[config.mk]
export PLATFORM = sky130hd
export DESIGN_NAME = rgb_key_ctrl
export DESIGN_NICKNAME = d
export VERILOG_FILES = /design/src/rtl/rgb_key_ctrl.sv
export SDC_FILE = /design/constraint.sdc
export NUM_CORES = 1
export LEC_CHECK = 0
export CAP_MARGIN = 20
export CORE_MARGIN = 2
export CORE_UTILIZATION = 35
export DETAILED_ROUTE_END_ITERATION = 12
export SYNTH_ARGS = -nofsm -noshare
export SYNTH_HDL_FRONTEND = slang
export SYNTH_SLANG_ARGS = --single-unit
[constraint.sdc]
create_clock -name i_clk -period 4.42 [get_ports i_clk]
set_input_delay 0.884 -clock i_clk [delete_from_list [all_inputs] [get_ports i_clk]]
set_output_delay 0.884 -clock i_clk [all_outputs]
set_load 0.005 [all_outputs]
[src/rtl/rgb_key_ctrl.sv]
// -----------------------------------------------------------------------------
// rgb_key_ctrl
// Control stage for the rainbow breathing light. Debounces the speed and mode
// push-buttons, keeps the breathing-speed index and the display mode, and
// produces the duty-step strobe that paces the PWM ramp generators.
//
// Ports
//   i_clk         system clock, all logic on the rising edge
//   i_rst         synchronous reset, active high
//   i_key_spd_n   raw speed button, active low, asynchronous
//   i_key_mode_n  raw mode button, active low, asynchronous
//   o_speed       speed index, 0 = slowest .. 3 = fastest
//   o_mode        00 rainbow, 01 single LED, 10 dual LED sync
//   o_step_tick   one-cycle duty-step strobe
//   o_spd_evt     one-cycle pulse whenever o_speed changes
//
// Speed key FSM
//   state  | meaning
//   S_IDLE | speed key released, waiting for a debounced press
//   S_HELD | key held, hold counter running toward a long press
//   S_LONG | long press taken, waiting for release (no increment)
// -----------------------------------------------------------------------------
module rgb_key_ctrl #(
    parameter int DB_CYC   = 1000000,
    parameter int LONG_CYC = 50000000,
    parameter int BASE_DIV = 250000
) (
    input  logic       i_clk,
    input  logic       i_rst,
    input  logic       i_key_spd_n,
    input  logic       i_key_mode_n,
    output logic [1:0] o_speed,
    output logic [1:0] o_mode,
    output logic       o_step_tick,
    output logic       o_spd_evt
);

    localparam int          K_SPD     = 0;
    localparam int          K_MODE    = 1;
    localparam logic [31:0] DB_LAST   = 32'(DB_CYC - 1);
    localparam logic [31:0] LONG_LAST = 32'(LONG_CYC - 1);

    typedef enum logic [1:0] {
        S_IDLE = 2'd0,
        S_HELD = 2'd1,
        S_LONG = 2'd2
    } state_t;

    logic [1:0]  w_key_raw;
    logic [1:0]  r_sync1;
    logic [1:0]  r_sync2;
    logic [1:0]  r_db;
    logic [31:0] r_db_cnt [2];
    logic [1:0]  w_acc;
    logic [1:0]  w_press;
    logic [1:0]  w_rel;

    state_t      r_state;
    state_t      w_state_next;
    logic [31:0] r_hold;
    logic [31:0] w_hold_next;
    logic [1:0]  r_speed;
    logic [1:0]  w_speed_next;
    logic        w_spd_chg;
    logic        r_spd_evt;

    logic [1:0]  r_mode;

    logic [31:0] r_tick_cnt;
    logic [31:0] w_tick_cnt_next;
    logic [31:0] w_tick_last;
    logic        r_tick;

    assign w_key_raw = {i_key_mode_n, i_key_spd_n};

    // Acceptance is decoded from the current counter so that the debounced
    // state and the events it triggers update on the same edge.
    always_comb begin
        w_acc   = '0;
        w_press = '0;
        w_rel   = '0;
        for (int k = 0; k < 2; k++) begin
            w_acc[k]   = (r_sync2[k] != r_db[k]) && (r_db_cnt[k] == DB_LAST);
            w_press[k] = w_acc[k] && !r_sync2[k];
            w_rel[k]   = w_acc[k] && r_sync2[k];
        end
    end

    always_ff @(posedge i_clk) begin
        if (i_rst) begin
            r_sync1 <= '1;
            r_sync2 <= '1;
            r_db    <= '1;
            for (int k = 0; k < 2; k++) begin
                r_db_cnt[k] <= '0;
            end
        end else begin
            r_sync1 <= w_key_raw;
            r_sync2 <= r_sync1;
            for (int k = 0; k < 2; k++) begin
                if (r_sync2[k] == r_db[k]) begin
                    r_db_cnt[k] <= '0;
                end else if (w_acc[k]) begin
                    r_db[k]     <= r_sync2[k];
                    r_db_cnt[k] <= '0;
                end else begin
                    r_db_cnt[k] <= r_db_cnt[k] + 32'd1;
                end
            end
        end
    end

    always_ff @(posedge i_clk) begin
        if (i_rst) begin
            r_mode <= 2'b00;
        end else if (w_press[K_MODE]) begin
            case (r_mode)
                2'b00:   r_mode <= 2'b01;
                2'b01:   r_mode <= 2'b10;
                default: r_mode <= 2'b00;
            endcase
        end
    end

    always_ff @(posedge i_clk) begin
        if (i_rst) begin
            r_state   <= S_IDLE;
            r_hold    <= '0;
            r_speed   <= 2'b01;
            r_spd_evt <= 1'b0;
        end else begin
            r_state   <= w_state_next;
            r_hold    <= w_hold_next;
            r_speed   <= w_speed_next;
            r_spd_evt <= w_spd_chg;
        end
    end

    always_comb begin
        w_state_next = r_state;
        w_hold_next  = r_hold;
        w_speed_next = r_speed;
        w_spd_chg    = 1'b0;
        case (r_state)
            S_IDLE: begin
                if (w_press[K_SPD]) begin
                    w_state_next = S_HELD;
                    w_hold_next  = '0;
                end
            end
            S_HELD: begin
                // Release wins over the long-press threshold in the same cycle.
                if (w_rel[K_SPD]) begin
                    w_speed_next = r_speed + 2'd1;
                    w_spd_chg    = 1'b1;
                    w_state_next = S_IDLE;
                end else if (r_hold == LONG_LAST) begin
                    w_speed_next = 2'b01;
                    w_spd_chg    = (r_speed != 2'b01);
                    w_state_next = S_LONG;
                end else begin
                    w_hold_next = r_hold + 32'd1;
                end
            end
            S_LONG: begin
                if (w_rel[K_SPD]) begin
                    w_state_next = S_IDLE;
                end
            end
            default: begin
                w_state_next = S_IDLE;
            end
        endcase
    end

    // Period is BASE_DIV << (3 - speed); a speed change restarts the count
    // and suppresses any tick that would have landed on that edge.
    assign w_tick_last = (32'(BASE_DIV) << (2'd3 - r_speed)) - 32'd1;

    always_comb begin
        w_tick_cnt_next = r_tick_cnt + 32'd1;
        if (w_spd_chg || (r_tick_cnt >= w_tick_last)) begin
            w_tick_cnt_next = '0;
        end
    end

    always_ff @(posedge i_clk) begin
        if (i_rst) begin
            r_tick_cnt <= '0;
            r_tick     <= 1'b0;
        end else begin
            r_tick_cnt <= w_tick_cnt_next;
            r_tick     <= !w_spd_chg && (w_tick_cnt_next == w_tick_last);
        end
    end

    assign o_speed     = r_speed;
    assign o_mode      = r_mode;
    assign o_step_tick = r_tick;
    assign o_spd_evt   = r_spd_evt;

endmodule

==> impl_results.html <==
<table>
<tr><th>Metric</th><th>Value</th></tr>
<tr><th colspan="2">Outcome</th></tr>
<tr><td>Result of the run</td><td>finished clean</td></tr>
<tr><th colspan="2">Routing</th></tr>
<tr><td>Post-route DRC</td><td>0</td></tr>
<tr><td>Remaining antenna violation count after routing</td><td>0</td></tr>
<tr><td>Wire length on met1</td><td>8560 um</td></tr>
<tr><td>Number of DRC markers after the initial detailed-route iteration</td><td>431</td></tr>
<tr><td>Wire length on met2</td><td>7980 um</td></tr>
<tr><td>Met3 routed WL</td><td>552 um</td></tr>
<tr><td>Per-cell via count in the routed design</td><td>4.96</td></tr>
<tr><td>First-pass detailed-route iteration total</td><td>5</td></tr>
<tr><td>Average wire per standard cell</td><td>13.2 um</td></tr>
<tr><td>Routed wire length</td><td>17300 um</td></tr>
<tr><td>Via Count</td><td>6518</td></tr>
<tr><td>Uppermost layer routed</td><td>met4</td></tr>
<tr><th colspan="2">CTS</th></tr>
<tr><td>CTS root buffer</td><td>clkbuf_16</td></tr>
<tr><td>Worst-case clock buffer depth</td><td>2</td></tr>
<tr><td>Number of H-tree branching levels</td><td>4</td></tr>
<tr><td>Clock buffer count from CTS</td><td>17</td></tr>
<tr><td>Register clock-pin slew on the reported worst setup and hold paths</td><td>0.06 ns</td></tr>
<tr><td>CTS tree</td><td>done</td></tr>
<tr><td>CTS Hold Buffers Added</td><td>0</td></tr>
<tr><td>Sinks on Clock Net</td><td>142</td></tr>
<tr><td>Post-CTS resize count</td><td>0</td></tr>
<tr><td>Setup repair bufs after CTS</td><td>0</td></tr>
<tr><td>Clock latency reported for the late side of the worst-skew pair</td><td>0.42 ns</td></tr>
<tr><th colspan="2">GRT</th></tr>
<tr><td>Global routing usage summed across all routing layers</td><td>14.8%</td></tr>
<tr><td>Global-route wire length before repair</td><td>29400 um</td></tr>
<tr><td>Antenna violations before repair</td><td>0</td></tr>
<tr><td>Largest net degree at the start of global routing</td><td>33</td></tr>
<tr><td>GRT Residual Overflow</td><td>0</td></tr>
<tr><td>Number of global-route vias before repair</td><td>5960</td></tr>
<tr><th colspan="2">Timing</th></tr>
<tr><td>Worst Tran Pin Value</td><td>0.823 ns</td></tr>
<tr><td>Achievable frequency</td><td>0.261 GHz</td></tr>
<tr><td>Layout Skew</td><td>0.00903 ns</td></tr>
<tr><td>Slew Viols, Final</td><td>0</td></tr>
<tr><td>Final setup TNS</td><td>0 ns</td></tr>
<tr><td>Period utilisation layout</td><td>86.7%</td></tr>
<tr><td>Final critical-path required period</td><td>3.83 ns</td></tr>
<tr><td>Tightest slew margin relative to the limit</td><td>44.7%</td></tr>
<tr><td>Unrepaired setup endpoints after global routing</td><td>no</td></tr>
<tr><td>Finish-stage setup viols</td><td>0</td></tr>
<tr><td>Fin. Hold Viols</td><td>0</td></tr>
<tr><th colspan="2">Power and ir drop</th></tr>
<tr><td>Post-layout total power</td><td>3070 uW</td></tr>
<tr><td>Maximum vdd ir drop</td><td>0.226 mV</td></tr>
<tr><td>P per Cell Area</td><td>321 nW/um2</td></tr>
<tr><td>LEAKAGE</td><td>0.00345 uW</td></tr>
<tr><th colspan="2">Critical path</th></tr>
<tr><td>CP Capture Type</td><td>flop</td></tr>
<tr><td>Required time at the endpoint of the critical path</td><td>4.76 ns</td></tr>
<tr><td>Data arrival at the endpoint of the critical path</td><td>4.17 ns</td></tr>
<tr><td>Category of the worst setup path launch point</td><td>flop</td></tr>
<tr><td>Type of the worst setup path</td><td>reg2reg</td></tr>
<tr><td>Critical Path Fanout Max</td><td>10</td></tr>
<tr><td>Reg-to-reg setup timing slack</td><td>0.59 ns</td></tr>
<tr><th colspan="2">Synth</th></tr>
<tr><td>Number of warning messages in the yosys log</td><td>0</td></tr>
<tr><td>Number of enable-type register cells in the synthesized netlist</td><td>64</td></tr>
<tr><td>Netlist Area Pre-Place</td><td>8200 um2</td></tr>
<tr><td>Instance count of the mapped netlist</td><td>900</td></tr>
<tr><td>Total of flip-flops plus latches after synthesis</td><td>142</td></tr>
<tr><td>Proportion of register bits with asynchronous set or reset after synthesis</td><td>0%</td></tr>
<tr><td>Cell with the most instances after synthesis</td><td>nor2_1</td></tr>
<tr><td>Yosys top cell by area</td><td>edfxtp_1</td></tr>
<tr><td>Leading register cell type out of synthesis</td><td>dfxtp_1</td></tr>
<tr><td>Part of the Yosys area used for sequential elements</td><td>42.5%</td></tr>
<tr><td>Synthesized area divided by synthesized cell count</td><td>9.11 um2</td></tr>
<tr><td>Yosys cell types</td><td>67</td></tr>
<tr><td>Area share of the largest cell type after synthesis</td><td>23.5%</td></tr>
<tr><td>Synth top cells by count</td><td>nor2_1, dfxtp_1, nand2_1</td></tr>
<tr><td>Leading post-synthesis cells by cell area</td><td>edfxtp_1, dfxtp_1, xor2_1, nor2_1, ha_1</td></tr>
<tr><th colspan="2">Floorplanning</th></tr>
<tr><td>Initial core utilization</td><td>35.9%</td></tr>
<tr><td>Die Width</td><td>157 um</td></tr>
<tr><td>Die ar.</td><td>24700 um2</td></tr>
<tr><td>Number of primary I/O pins</td><td>10</td></tr>
<tr><td>Die Height</td><td>157 um</td></tr>
<tr><td>Cell row count</td><td>55</td></tr>
<tr><td>Placeable core area</td><td>22800 um2</td></tr>
<tr><th colspan="2">Cells and area</th></tr>
<tr><td>Post-route insts no fill</td><td>1313</td></tr>
<tr><td>Antenna diode count</td><td>0</td></tr>
<tr><td>Area added between synthesis and finish</td><td>16.7%</td></tr>
<tr><td>Layout cells sized above 1</td><td>6.70%</td></tr>
<tr><td>Filler cells</td><td>2351</td></tr>
<tr><td>Register area</td><td>3480 um2</td></tr>
<tr><td>Final core utilization</td><td>41.9%</td></tr>
<tr><td>NumNets Final</td><td>1028</td></tr>
<tr><td>Area taken by multi-input logic gates</td><td>4790 um2</td></tr>
<tr><th colspan="2">Place</th></tr>
<tr><td>Weighted congestion at the end of routability-driven global placement</td><td>0.894</td></tr>
<tr><td>Cell total after placement</td><td>1281</td></tr>
<tr><td>Number of input and output port buffers inserted</td><td>9</td></tr>
<tr><td>Placed wire-length estimate</td><td>12400 um</td></tr>
<tr><th colspan="2">Worst hold path</th></tr>
<tr><td>Hold/Removal Path Class</td><td>reg2reg</td></tr>
<tr><th colspan="2">Job</th></tr>
<tr><td>Number of maximum-capacitance constraint violations</td><td>0</td></tr>
</table>
## registers in the layout (all words and copies together) (netlist names)
register and flops:
r_db_cnt 64, r_tick_cnt 32, r_sync1 2, r_hold 32
o_speed 2, o_spd_evt 1, o_step_tick 1, r_sync2 2
r_state 2, r_db 2, o_mode 2
## layer usage
| layer | vias to the layer above | global-route usage, % |
|---|---|---|
| met5 | - | 0 |
| met4 | 0 | 4.16 |
| met3 | 18 | 3.22 |
| met2 | 102 | 23.9 |
| met1 | 3064 | 20.0 |
| li1 | 3334 | - |
## layout by cell type (no fill, tap or decap), types with 9 or more instances in the layout
cell,count
dfxtp_1,78
or2_2,9
inv_1,26
nor3_1,25
nor4_1,15
nand2_1,72
and3_1,22
nand4_1,32
xnor2_1,47
clkdlybuf4s50_1,9
nand4b_1,14
nor2_1,153
o21ai_0,22
buf_4,12
a21oi_1,32
nor4b_1,12
edfxtp_1,64
clkbuf_16,17
conb_1,71
nand3_1,42
or3_1,18
ha_1,37
xor2_1,66
## worst paths after layout
path | start | end | depth (start not counted)
worst max-delay path | o_speed[0] | o_step_tick | 12
worst min-delay path | r_sync1[0] | r_sync2[0] | 1
worst max register to register | o_speed[0] | o_step_tick | 12
worst min register to register | r_sync1[0] | r_sync2[0] | 1
## layout make-up
| type | instances | area share [%] |
|---|---|---|
| Sequential cell | 142 | 36.4 |
| Timing Repair Buffer | 21 | 1.88 |
| Clock buffer | 17 | 4.45 |
| Clock inverter | 15 | 2.08 |
| Inverter | 26 | 1.02 |
| Tap cell | 313 | 4.09 |
| Multi-Input combinational cell | 779 | 50.1 |
## cells by family after synthesis
| kind of cell | synth area share (%) |
|---|---|
| AO/OA/AOI/OAI | 6.82 |
| XOR/XNOR | 12.4 |
| adder cells (fa/ha/maj) | 5.65 |
| buffers and inverters | 2.26 |
| flip-flops | 42.5 |
| multiplexers | 0.504 |
| other | 0.0458 |
| AND/OR/NAND/NOR | 29.9 |
## power by group
| group | switching, uW | leakage, uW | internal (uW) | total (uW) |
|---|---|---|---|---|
| registers | 32.6 | 0.00129 | 1400 | 1430 |
| logic | 63.3 | 0.00186 | 36.2 | 99.5 |
| clock network | 628 | 0.000297 | 909 | 1540 |
| total | 724 | 0.00345 | 2350 | 3070 |
## worst max-delay path, cell delays in order (launching register included)
cell      delay (ns)
dfxtp_1         0.55
inv_1           0.17
ha_1            0.36
inv_1           0.32
ha_1            0.33
a21o_1          0.18
a21oi_1         0.13
a21oi_1         0.08
o311a_1         0.38
or3_1           0.42
o32a_1          0.18
a2111o_1        0.40
nor4_2          0.23
## per-stage QoR
step,instance area [um2],setup slack [ns],hold slack (ns)
2_1_floorplan,8460,0.846,0.389
3_3_place_gp,8940,0.710,0.412
3_5_place_dp,8940,0.626,0.407
4_1_cts,9570,0.611,0.423
5_1_grt,9570,0.396,0.444
6_report,9570,0.586,0.421
No activity file was read; power rests on OpenSTA's default activity.
==> variant: new RTL, same settings <==
Re-encode `state_t` (3 states) as one-hot, 3 bits wide.
--- a/src/rtl/rgb_key_ctrl.sv
+++ b/src/rtl/rgb_key_ctrl.sv
@@ -41,8 +41,8 @@
     localparam logic [31:0] LONG_LAST = 32'(LONG_CYC - 1);
 
-    typedef enum logic [1:0] {
-        S_IDLE = 2'd0,
-        S_HELD = 2'd1,
-        S_LONG = 2'd2
+    typedef enum logic [2:0] {
+        S_IDLE = 3'b001,
+        S_HELD = 3'b010,
+        S_LONG = 3'b100
     } state_t;
 
Formal check against the unedited RTL: no difference found for any inputs over 10 cycles, from zero or initial values and one cycle with i_rst high; not proved beyond that.
==> variant against the unedited design <==
Count of clock-buffer cells in the layout increased by 7; sequential cell count grew 1; combinational power fell by 23%; critical endpoint unchanged; worst setup slack lost 0.049 ns; wire length is 0.22% lower; cell count grew 0.76%; largest cell class unchanged; clock skew grew 0.00077 ns; design area decreased by 0.84%; total power fell by 2.4%; area after synthesis down 0.23%; fmax decreased by 1.3%; worst hold slack worse by 0.011 ns.
==> variant: results (changes against the unedited design) <==
Status
  • Status: finished clean

Clock tree
  • Postcts setup bufs: 0 (unchanged)
  • H-tree lvl count: 4 (unchanged)
  • CTS Root Cell: clkbuf_16
  • CTS Buf Count: 17 (unchanged)
  • Clk slew on worst S/H paths: 0.06 ns (about the same)
  • Post-CTS Resized: 0 (unchanged)
  • Clock Latency Late Sink: 0.42 ns (about the same)
  • Clock buffer depth: 2 (unchanged)

Worst hold path
  • Hold Path Sink: r_sync2[0]
  • Min-delay src: r_sync1[0]
  • Min-delay worst type: flip-flop to flip-flop
  • Worst Hold Path Cells: 1 (unchanged)

Place
  • Post-DP HPWL: 12.5 mm (+1.4%)
  • PortBufs: 9 (unchanged)
  • GP Congestion: 0.919 (+2.7%)
  • Placed cell count: 1291 (+0.78%)

Synth
  • Synth Warn #: 0 (unchanged)
  • Syn_area_per_cell: 8.96 sq um (-1.6%)
  • Synth async-reset ratio: 0% (unchanged)
  • Count of cell types in the netlist: 73 (+9.0%)
  • Synth area leaders: edfxtp_1 (24%), dfxtp_1 (19%), nor2_1 (7.3%)
  • Post-synth top cells: nor2_1 (159), dfxtp_1 (79), edfxtp_1 (64)
  • Seq/Total Area, Yosys: 42.8% (+0.34 points)
  • Number of synthesized flops with an enable pin: 64 (unchanged)
  • Most common flop cell mapped by yosys: dfxtp_1

Routing
  • Wire per inst: 13.1 um (-0.98%)
  • Number of vias per cell: 4.89 (-1.6%)
  • Via count: 6463 (-0.84%)
  • DR iter-0 viols: 447 (+3.7%)
  • First drt pass iteration count: 5 (unchanged)

Worst setup path
  • CP max stage delay: 0.52 ns (-0.03 ns)
  • Top Family by Delay on Critical Path: simple AND/OR/NAND/NOR gates
  • Slowest CP cell: dfxtp_1
  • Crit-path max FO: 12 (+2)
  • R2r setup slk: 0.54 ns (-0.05 ns)
  • Critical Path AT: 4.21 ns (+0.04 ns)
  • R2r worst-path depth: 13 (+1)
  • RR Startpoint: o_speed[0]
  • Worst r2r dst: o_step_tick

Final layout
  • Ant. Diodes: 0 (unchanged)
  • Nets@finish: 1038 (+0.97%)
  • FILL cells: 2283 (-2.9%)
  • Biggest regs: r_db_cnt (64), r_hold (32), r_tick_cnt (32)
  • Layout cells sized above 1: 6.34% (-0.36 points)

Global route
  • Vias in the first global route: 6073 (+1.9%)
  • First-pass GRT wire length: 29.4 mm (about the same)
  • Tot GR Track Use: 14.7% (-0.080 points)
  • Pin count of the biggest net entering global routing: 33 (unchanged)
  • Initial antenna violation count: 0 (unchanged)

STA
  • Worst Tran Pin Value: 0.896 ns (+0.0736 ns)
  • Clock skew: 0.00979 ns (+0.000765 ns)

Power and ir drop
  • Peak VDD IR: 0.213 mV (-5.7%)
  • Leakage power: 0.00325 uW (-5.7%)
variant: cell types whose count changed in the layout (fill, tap and decap cells not counted), sizes merged, moves of 4 or more:
| cell | change |
|---|---|
| a21oi | +10 |
| nor2 | +7 |
| o21ai | +14 |
| nand4b | -14 |
| clkbuf | +7 |
| buf | -4 |
| or3 | +9 |
| xnor2 | +9 |
| nand3b | -4 |
| nor4b | -9 |
| nand3 | +6 |
| xor2 | -15 |
| nand2 | -10 |
variant: cell type report:
class | count | area [sq um] | share of cell area [%]
Clock buffer | 24 | 508 | 5.35
Clock inverter | 8 | 100 | 1.06
Inverter | 32 | 120 | 1.27
Multi-Input combinational cell | 786 | 4710 | 49.7
Sequential cell | 143 | 3500 | 36.9
Tap cell | 313 | 392 | 4.13
Timing Repair Buffer | 17 | 150 | 1.58
variant: worst max path at each step:
stage | start | endpoint | slack (ns)
floorplan | o_speed[0] | o_step_tick | 0.88
global placement | o_speed[0] | o_step_tick | 0.73
detailed placement | o_speed[0] | o_step_tick | 0.60
CTS | o_speed[0] | o_step_tick | 0.58
global route | o_speed[0] | o_step_tick | 0.36
finish | o_speed[0] | o_step_tick | 0.54
variant: per-stage QoR:
stage / util [%] / instance area, sq um / power (uW) / worst slack (ns) / hold WS [ns]
CTS: 41.6 / 9490 / 3040 / 0.581 / 0.415
global route: 41.6 / 9490 / 3100 / 0.355 / 0.439
floorplan: - / 8440 / 1520 / 0.876 / 0.389
finish: 41.6 / 9490 / 3000 / 0.537 / 0.410
global placement: 39.0 / 8880 / 1540 / 0.730 / 0.401
detailed placement: 39.0 / 8880 / 1540 / 0.600 / 0.402
variant: logic make-up after synthesis:
logic type	synth area share, %
compound gates	8.77
xor+xnor	11.5
fa+ha+maj	5.66
buf+inv	2.72
flops	42.8
mux	0.367
other cells	0.0918
simple gates	28.1
variant: routing by layer:
| layer | GRT usage (%) | vias up | share of wire, % |
|---|---|---|---|
| li1 | - | 3357 | - |
| met1 | 20.4 | 3012 | 51 |
| met2 | 22.8 | 76 | 44 |
| met3 | 3.35 | 18 | 2.9 |
| met4 | 4.28 | 0 | 1.4 |
| met5 | 0 | - | 0 |
variant: where the power goes:
part | total [uW] | switching (uW) | leakage (uW) | internal (uW)
Sequential | 1440 | 29.9 | 0.00130 | 1410
Combinational | 77.0 | 48.1 | 0.00165 | 28.9
Clock | 1480 | 560 | 0.000307 | 920
Total | 3000 | 638 | 0.00325 | 2360
